<file path="config.mk">
export PLATFORM = sky130hd
export DESIGN_NAME = decode_stage
export DESIGN_NICKNAME = d
export VERILOG_FILES = /design/src/rtl/decode_stage.sv
export SDC_FILE = /design/constraint.sdc
export NUM_CORES = 1
export LEC_CHECK = 0
export ABC_AREA = 1
export BUFFER_PORTS_ARGS = -buffer_cell sky130_fd_sc_hd__buf_2
export CAP_MARGIN = 20
export CELL_PAD_IN_SITES_DETAIL_PLACEMENT = 1
export CELL_PAD_IN_SITES_GLOBAL_PLACEMENT = 2
export CORE_ASPECT_RATIO = 0.8
export CORE_MARGIN = 5
export CORE_UTILIZATION = 26
export CTS_CLUSTER_SIZE = 24
export DETAILED_ROUTE_END_ITERATION = 8
export HOLD_SLACK_MARGIN = 0.06
export PLACE_DENSITY_LB_ADDON = 0.1
export SKIP_LAST_GASP = 1
export SYNTH_ARGS = -nofsm -noshare
export SYNTH_HDL_FRONTEND = slang
export SYNTH_SLANG_ARGS = --single-unit
</file>
<file path="constraint.sdc">
create_clock -name clk -period 3.85 [get_ports clk]
set_input_delay 0.9625 -clock clk [delete_from_list [all_inputs] [get_ports clk]]
set_output_delay 0.9625 -clock clk [all_outputs]
set_load 0.02 [all_outputs]
</file>
<file path="src/rtl/decode_stage.sv">
// RV32I decode: register_file addressing, writeback bypass, immediate/control generation into ID/EX.
// One cycle from accept to ex_valid; if_ready drops on reset, flush, load-use hazard or a stalled ID/EX.
module decode_stage #(
  parameter int unsigned         XLEN     = 32,
  parameter logic [XLEN-1:0]     RESET_PC = '0
) (
  input  logic            clk,
  input  logic            reset,
  input  logic            if_valid,
  output logic            if_ready,
  input  logic [31:0]     if_instr,
  input  logic [XLEN-1:0] if_pc,
  output logic [4:0]      rs_1,
  output logic [4:0]      rs_2,
  input  logic [XLEN-1:0] read_data_1,
  input  logic [XLEN-1:0] read_data_2,
  input  logic [4:0]      wb_rd,
  input  logic [XLEN-1:0] wb_data,
  input  logic            wb_we,
  input  logic            flush,
  input  logic            ex_ready,
  output logic            ex_valid,
  output logic [XLEN-1:0] ex_pc,
  output logic [XLEN-1:0] ex_rs1_val,
  output logic [XLEN-1:0] ex_rs2_val,
  output logic [XLEN-1:0] ex_imm,
  output logic [4:0]      ex_rd,
  output logic [6:0]      ex_opcode,
  output logic [2:0]      ex_funct3,
  output logic            ex_funct7b5,
  output logic            ex_reg_write,
  output logic            ex_mem_read,
  output logic            ex_illegal
);

  localparam logic [6:0] OPC_LUI      = 7'b0110111;
  localparam logic [6:0] OPC_AUIPC    = 7'b0010111;
  localparam logic [6:0] OPC_JAL      = 7'b1101111;
  localparam logic [6:0] OPC_JALR     = 7'b1100111;
  localparam logic [6:0] OPC_BRANCH   = 7'b1100011;
  localparam logic [6:0] OPC_LOAD     = 7'b0000011;
  localparam logic [6:0] OPC_STORE    = 7'b0100011;
  localparam logic [6:0] OPC_OP_IMM   = 7'b0010011;
  localparam logic [6:0] OPC_OP       = 7'b0110011;
  localparam logic [6:0] OPC_MISC_MEM = 7'b0001111;
  localparam logic [6:0] OPC_SYSTEM   = 7'b1110011;

  typedef struct packed {
    logic            valid;
    logic [XLEN-1:0] pc;
    logic [XLEN-1:0] rs1_val;
    logic [XLEN-1:0] rs2_val;
    logic [XLEN-1:0] imm;
    logic [4:0]      rd;
    logic [6:0]      opcode;
    logic [2:0]      funct3;
    logic            funct7b5;
    logic            reg_write;
    logic            mem_read;
    logic            illegal;
  } idex_t;

  localparam idex_t IDEX_RESET = '{pc: RESET_PC, default: '0};

  idex_t idex_q, idex_d;

  logic [6:0]      opcode;
  logic [4:0]      rd_field;
  logic            is_lui, is_auipc, is_jal, is_jalr, is_branch, is_load;
  logic            is_store, is_op_imm, is_op, is_misc_mem, is_system;
  logic            legal, has_rd, uses_rs1, uses_rs2;
  logic            hazard, accept;
  logic [XLEN-1:0] imm;
  logic [XLEN-1:0] rs1_val, rs2_val;

  assign opcode   = if_instr[6:0];
  assign rd_field = if_instr[11:7];
  assign rs_1     = if_instr[19:15];
  assign rs_2     = if_instr[24:20];

  assign is_lui      = (opcode == OPC_LUI);
  assign is_auipc    = (opcode == OPC_AUIPC);
  assign is_jal      = (opcode == OPC_JAL);
  assign is_jalr     = (opcode == OPC_JALR);
  assign is_branch   = (opcode == OPC_BRANCH);
  assign is_load     = (opcode == OPC_LOAD);
  assign is_store    = (opcode == OPC_STORE);
  assign is_op_imm   = (opcode == OPC_OP_IMM);
  assign is_op       = (opcode == OPC_OP);
  assign is_misc_mem = (opcode == OPC_MISC_MEM);
  assign is_system   = (opcode == OPC_SYSTEM);

  assign legal    = is_lui | is_auipc | is_jal | is_jalr | is_branch | is_load |
                    is_store | is_op_imm | is_op | is_misc_mem | is_system;
  assign has_rd   = is_lui | is_auipc | is_jal | is_jalr | is_load | is_op_imm | is_op;
  assign uses_rs1 = !(is_lui | is_auipc | is_jal);
  assign uses_rs2 = is_branch | is_store | is_op;

  // Load-use: the loaded value is not yet available for bypass, so hold fetch until the load leaves.
  assign hazard = idex_q.valid && idex_q.mem_read && (idex_q.rd != 5'd0) &&
                  ((uses_rs1 && (idex_q.rd == rs_1)) || (uses_rs2 && (idex_q.rd == rs_2)));

  assign if_ready = !reset && !flush && !hazard && (!idex_q.valid || ex_ready);
  assign accept   = if_valid && if_ready;

  always_comb begin
    imm = '0;
    unique case (1'b1)
      is_load, is_op_imm, is_jalr:
        imm = {{20{if_instr[31]}}, if_instr[31:20]};
      is_store:
        imm = {{20{if_instr[31]}}, if_instr[31:25], if_instr[11:7]};
      is_branch:
        imm = {{19{if_instr[31]}}, if_instr[31], if_instr[7], if_instr[30:25],
               if_instr[11:8], 1'b0};
      is_lui, is_auipc:
        imm = {if_instr[31:12], 12'b0};
      is_jal:
        imm = {{11{if_instr[31]}}, if_instr[31], if_instr[19:12], if_instr[20],
               if_instr[30:21], 1'b0};
      default:
        imm = '0;
    endcase
  end

  function automatic logic [XLEN-1:0] bypass(
    input logic [4:0]      rs,
    input logic [XLEN-1:0] rf_data,
    input logic            we,
    input logic [4:0]      wrd,
    input logic [XLEN-1:0] wdata
  );
    if (rs == 5'd0) begin
      return '0;
    end else if (we && (wrd == rs)) begin
      return wdata;
    end
    return rf_data;
  endfunction

  assign rs1_val = bypass(rs_1, read_data_1, wb_we, wb_rd, wb_data);
  assign rs2_val = bypass(rs_2, read_data_2, wb_we, wb_rd, wb_data);

  always_comb begin
    idex_d = idex_q;
    if (flush) begin
      idex_d.valid = 1'b0;
    end else if (accept) begin
      idex_d.valid     = 1'b1;
      idex_d.pc        = if_pc;
      idex_d.rs1_val   = rs1_val;
      idex_d.rs2_val   = rs2_val;
      idex_d.imm       = imm;
      idex_d.rd        = has_rd ? rd_field : 5'd0;
      idex_d.opcode    = opcode;
      idex_d.funct3    = if_instr[14:12];
      idex_d.funct7b5  = if_instr[30];
      idex_d.reg_write = has_rd && (rd_field != 5'd0);
      idex_d.mem_read  = is_load;
      idex_d.illegal   = !legal;
    end else if (ex_ready) begin
      idex_d.valid = 1'b0;
    end
  end

  always_ff @(posedge clk) begin
    if (reset) begin
      idex_q <= IDEX_RESET;
    end else begin
      idex_q <= idex_d;
    end
  end

  assign ex_valid     = idex_q.valid;
  assign ex_pc        = idex_q.pc;
  assign ex_rs1_val   = idex_q.rs1_val;
  assign ex_rs2_val   = idex_q.rs2_val;
  assign ex_imm       = idex_q.imm;
  assign ex_rd        = idex_q.rd;
  assign ex_opcode    = idex_q.opcode;
  assign ex_funct3    = idex_q.funct3;
  assign ex_funct7b5  = idex_q.funct7b5;
  assign ex_reg_write = idex_q.reg_write;
  assign ex_mem_read  = idex_q.mem_read;
  assign ex_illegal   = idex_q.illegal;

endmodule

</file>
==> out/metrics.cfg <==
[run_status]
status = complete, no violations

[clocking]
clockBufferDepth = 2
clock-sinks = 148
holdBufCountCts = 0
cts_resized = 0
clock_latency_ps = 450
cts_buffers = 17
cts_tree = done
postCtsSetupRepairBufs = 0
path_clk_slew_ps = 60
cts_htree_levels = 4
root_buffer = clkbuf_16

[placed_design]
place.port_buffers = 329
dp_slack_ps = 602
hpwl_um = 28300
dpl.cell_count = 2140
place_area_sq_um = 10500
gp_congestion = 0.864

[routing]
dr.pass1.iters = 5
num_vias = 9976
drc = 0
via_per_inst = 4.59
wire_per_inst_um = 17.9
routed_wl_um = 38900
drtIter0Drc = 432
ant_nets = 0

[global_routing]
overflow = 0
groute.usage.overall = 0.205
grt_pass1_wl_um = 59400
grt_antenna_before_repair = 7
grt_pass1_vias = 10120
grt_max_degree = 101

[synth]
synth_top_area_frac = 0.343
synth_fp_nets = 1642
synth.distinct_cells = 27
synth-seq-cells = 148
ys_warn_count = 0
ys_seq_area_frac = 0.343
postSynthAreaPerCell_sq_um = 5.88
synthArstFlopShare = 0
synthFlopType = dfxtp_1
synthesis.area_sq_um = 8640
synthTopCellsByCount = nand2_1, nor2_1, inv_1, dfxtp_1, nand3_1
synth_area_leader_cell = dfxtp_1
yosysMostFrequentCell = nand2_1
yosys-top-cells-area = dfxtp_1, nand2_1, nor2_1
synth-edff-count = 0
syn_inst = 1471

[power_and_ir_drop]
p_leak_nw = 6.48
irDropWorstVdd_uv = 257
p_per_area_nw_per_um2 = 371
finalPower_mw = 4.12

[flow_run]
max_cap_viol_count = 0

[setup_path]
path_cells = buf_2, nand2_1, nor2_2, nand2_4, nand2_1, inv_2, nand3_2, nand2_2, a21boi_0, buf_2
critPathKind = primary input to output port
worstSetupStartpointType = primary input
slowest_stage = nor2_2
cp-end-kind = output port
path_max_fanout = 9
max_stage_delay_ps = 220
crit_arrival_ps = 2250
cp.required_ps = 2890

[die]
design.core.area_sq_um = 32700
fp.dieW_um = 214
die_area_sq_um = 37000
fp.dieH_um = 173
start_util = 0.264
pin_count = 330
rows = 59

[finish]
area_delta_synth_final_pct = 28.5
stdcell_count = 2175
drive_gt1_frac = 0.230
design_area_sq_um = 11100
nNetsFinal = 1903

[sta]
setup-violations-final = 0
slew_headroom = 0.321
setup_ws_ps = 634
skew_ps = 13.0
slew_viol_final = 0
fin_crit_ps = 3220
setup_tns_ps = 0
period_share = 0.835
grt_setup_unrepaired = false
final_hold_viol_count = 0
max_freq_mhz = 311
tightestPinTransition_ps = 1020

[min_path]
hold_class = flop to flop

cell families after synthesis:
group	after synthesis	share of synthesized area
simple gates	939	0.466
buf+inv	353	0.169
flops	148	0.343
compound gates	24	0.0151
xor+xnor	7	0.00709
registers in the layout (all words and copies together), names as in the netlist:
name          count
ex_reg_write      1
ex_rs1_val       32
ex_illegal        1
ex_rd             5
ex_valid          1
ex_funct3         3
ex_mem_read       1
ex_pc            32
ex_imm           32
ex_funct7b5       1
ex_rs2_val       32
ex_opcode         7
critical path, delay by kind of cell:
| kind | cells | cell delay (ps) |
|---|---|---|
| AOI/OAI and AO/OA | 1 | 170 |
| buffers and inverters | 3 | 380 |
| and+or+nand+nor | 6 | 720 |
where the power goes:
| part | internal (mW) | total [mW] | switching, mW |
|---|---|---|---|
| clock network | 0.911 | 1.65 | 0.743 |
| registers | 1.61 | 1.66 | 0.0441 |
| logic | 0.266 | 0.810 | 0.544 |
cell usage in the layout, fill, tap and decap left out, types with 3 or more instances in the layout:
master | netlist | routed
nand2_1 | 417 | 417
buf_2 | 15 | 328
nor2_1 | 264 | 258
inv_1 | 240 | 240
dfxtp_1 | 148 | 148
nand3_1 | 124 | 120
nand4_1 | 120 | 120
buf_4 | 17 | 18
clkbuf_16 | 0 | 17
o21ai_0 | 11 | 11
a21oi_1 | 9 | 9
nor2_2 | 2 | 7
xor2_1 | 5 | 5
inv_2 | 5 | 5
nand3_2 | 2 | 5
nor3_1 | 4 | 4
clkbuf_1 | 68 | 4
clkinv_4 | 0 | 4
buf_12 | 0 | 4
diode_2 | 0 | 3
clkinvlp_4 | 0 | 3
through the flow:
step           hold WS, ps  utilization
2_1_floorplan          536            -
3_3_place_gp           455        0.322
3_5_place_dp           459        0.322
4_1_cts                472        0.339
5_1_grt                504        0.339
6_report               465        0.340
area by class of cell:
type | instances | area (sq um)
Multi-Input combinational cell | 970 | 4270
Sequential cell | 148 | 2960
Antenna cell | 3 | 7.51
Clock inverter | 10 | 101
Clock buffer | 22 | 454
Fill cell | 4364 | 21600
Timing Repair Buffer | 350 | 1860
Tap cell | 427 | 534
Inverter | 245 | 920
per-layer routing:
layer,vias up,GRT usage,share of wire,routed length [um]
met3,39,0.0542,0.056,2170
met5,-,0,0.0011,44
met4,6,0.0464,0.016,605
li1,5017,-,-,-
met2,219,0.346,0.48,18800
met1,4695,0.262,0.44,17300
path summary, 6_finish.rpt:
check / from / to / slack [ps] / cells past startpoint
setup reg to reg: ex_rd[4]$_SDFFE_PP0P_ / ex_imm[28]$_SDFFE_PP0P_ / 1760 / 11
hold / removal: ex_imm[10]$_SDFFE_PP0P_ / ex_imm[10]$_SDFFE_PP0P_ / 460 / 2
setup / recovery: if_instr[1] / if_ready / 630 / 10
hold reg to reg: ex_imm[10]$_SDFFE_PP0P_ / ex_imm[10]$_SDFFE_PP0P_ / 460 / 2
Power figures use the tool's default switching activity.
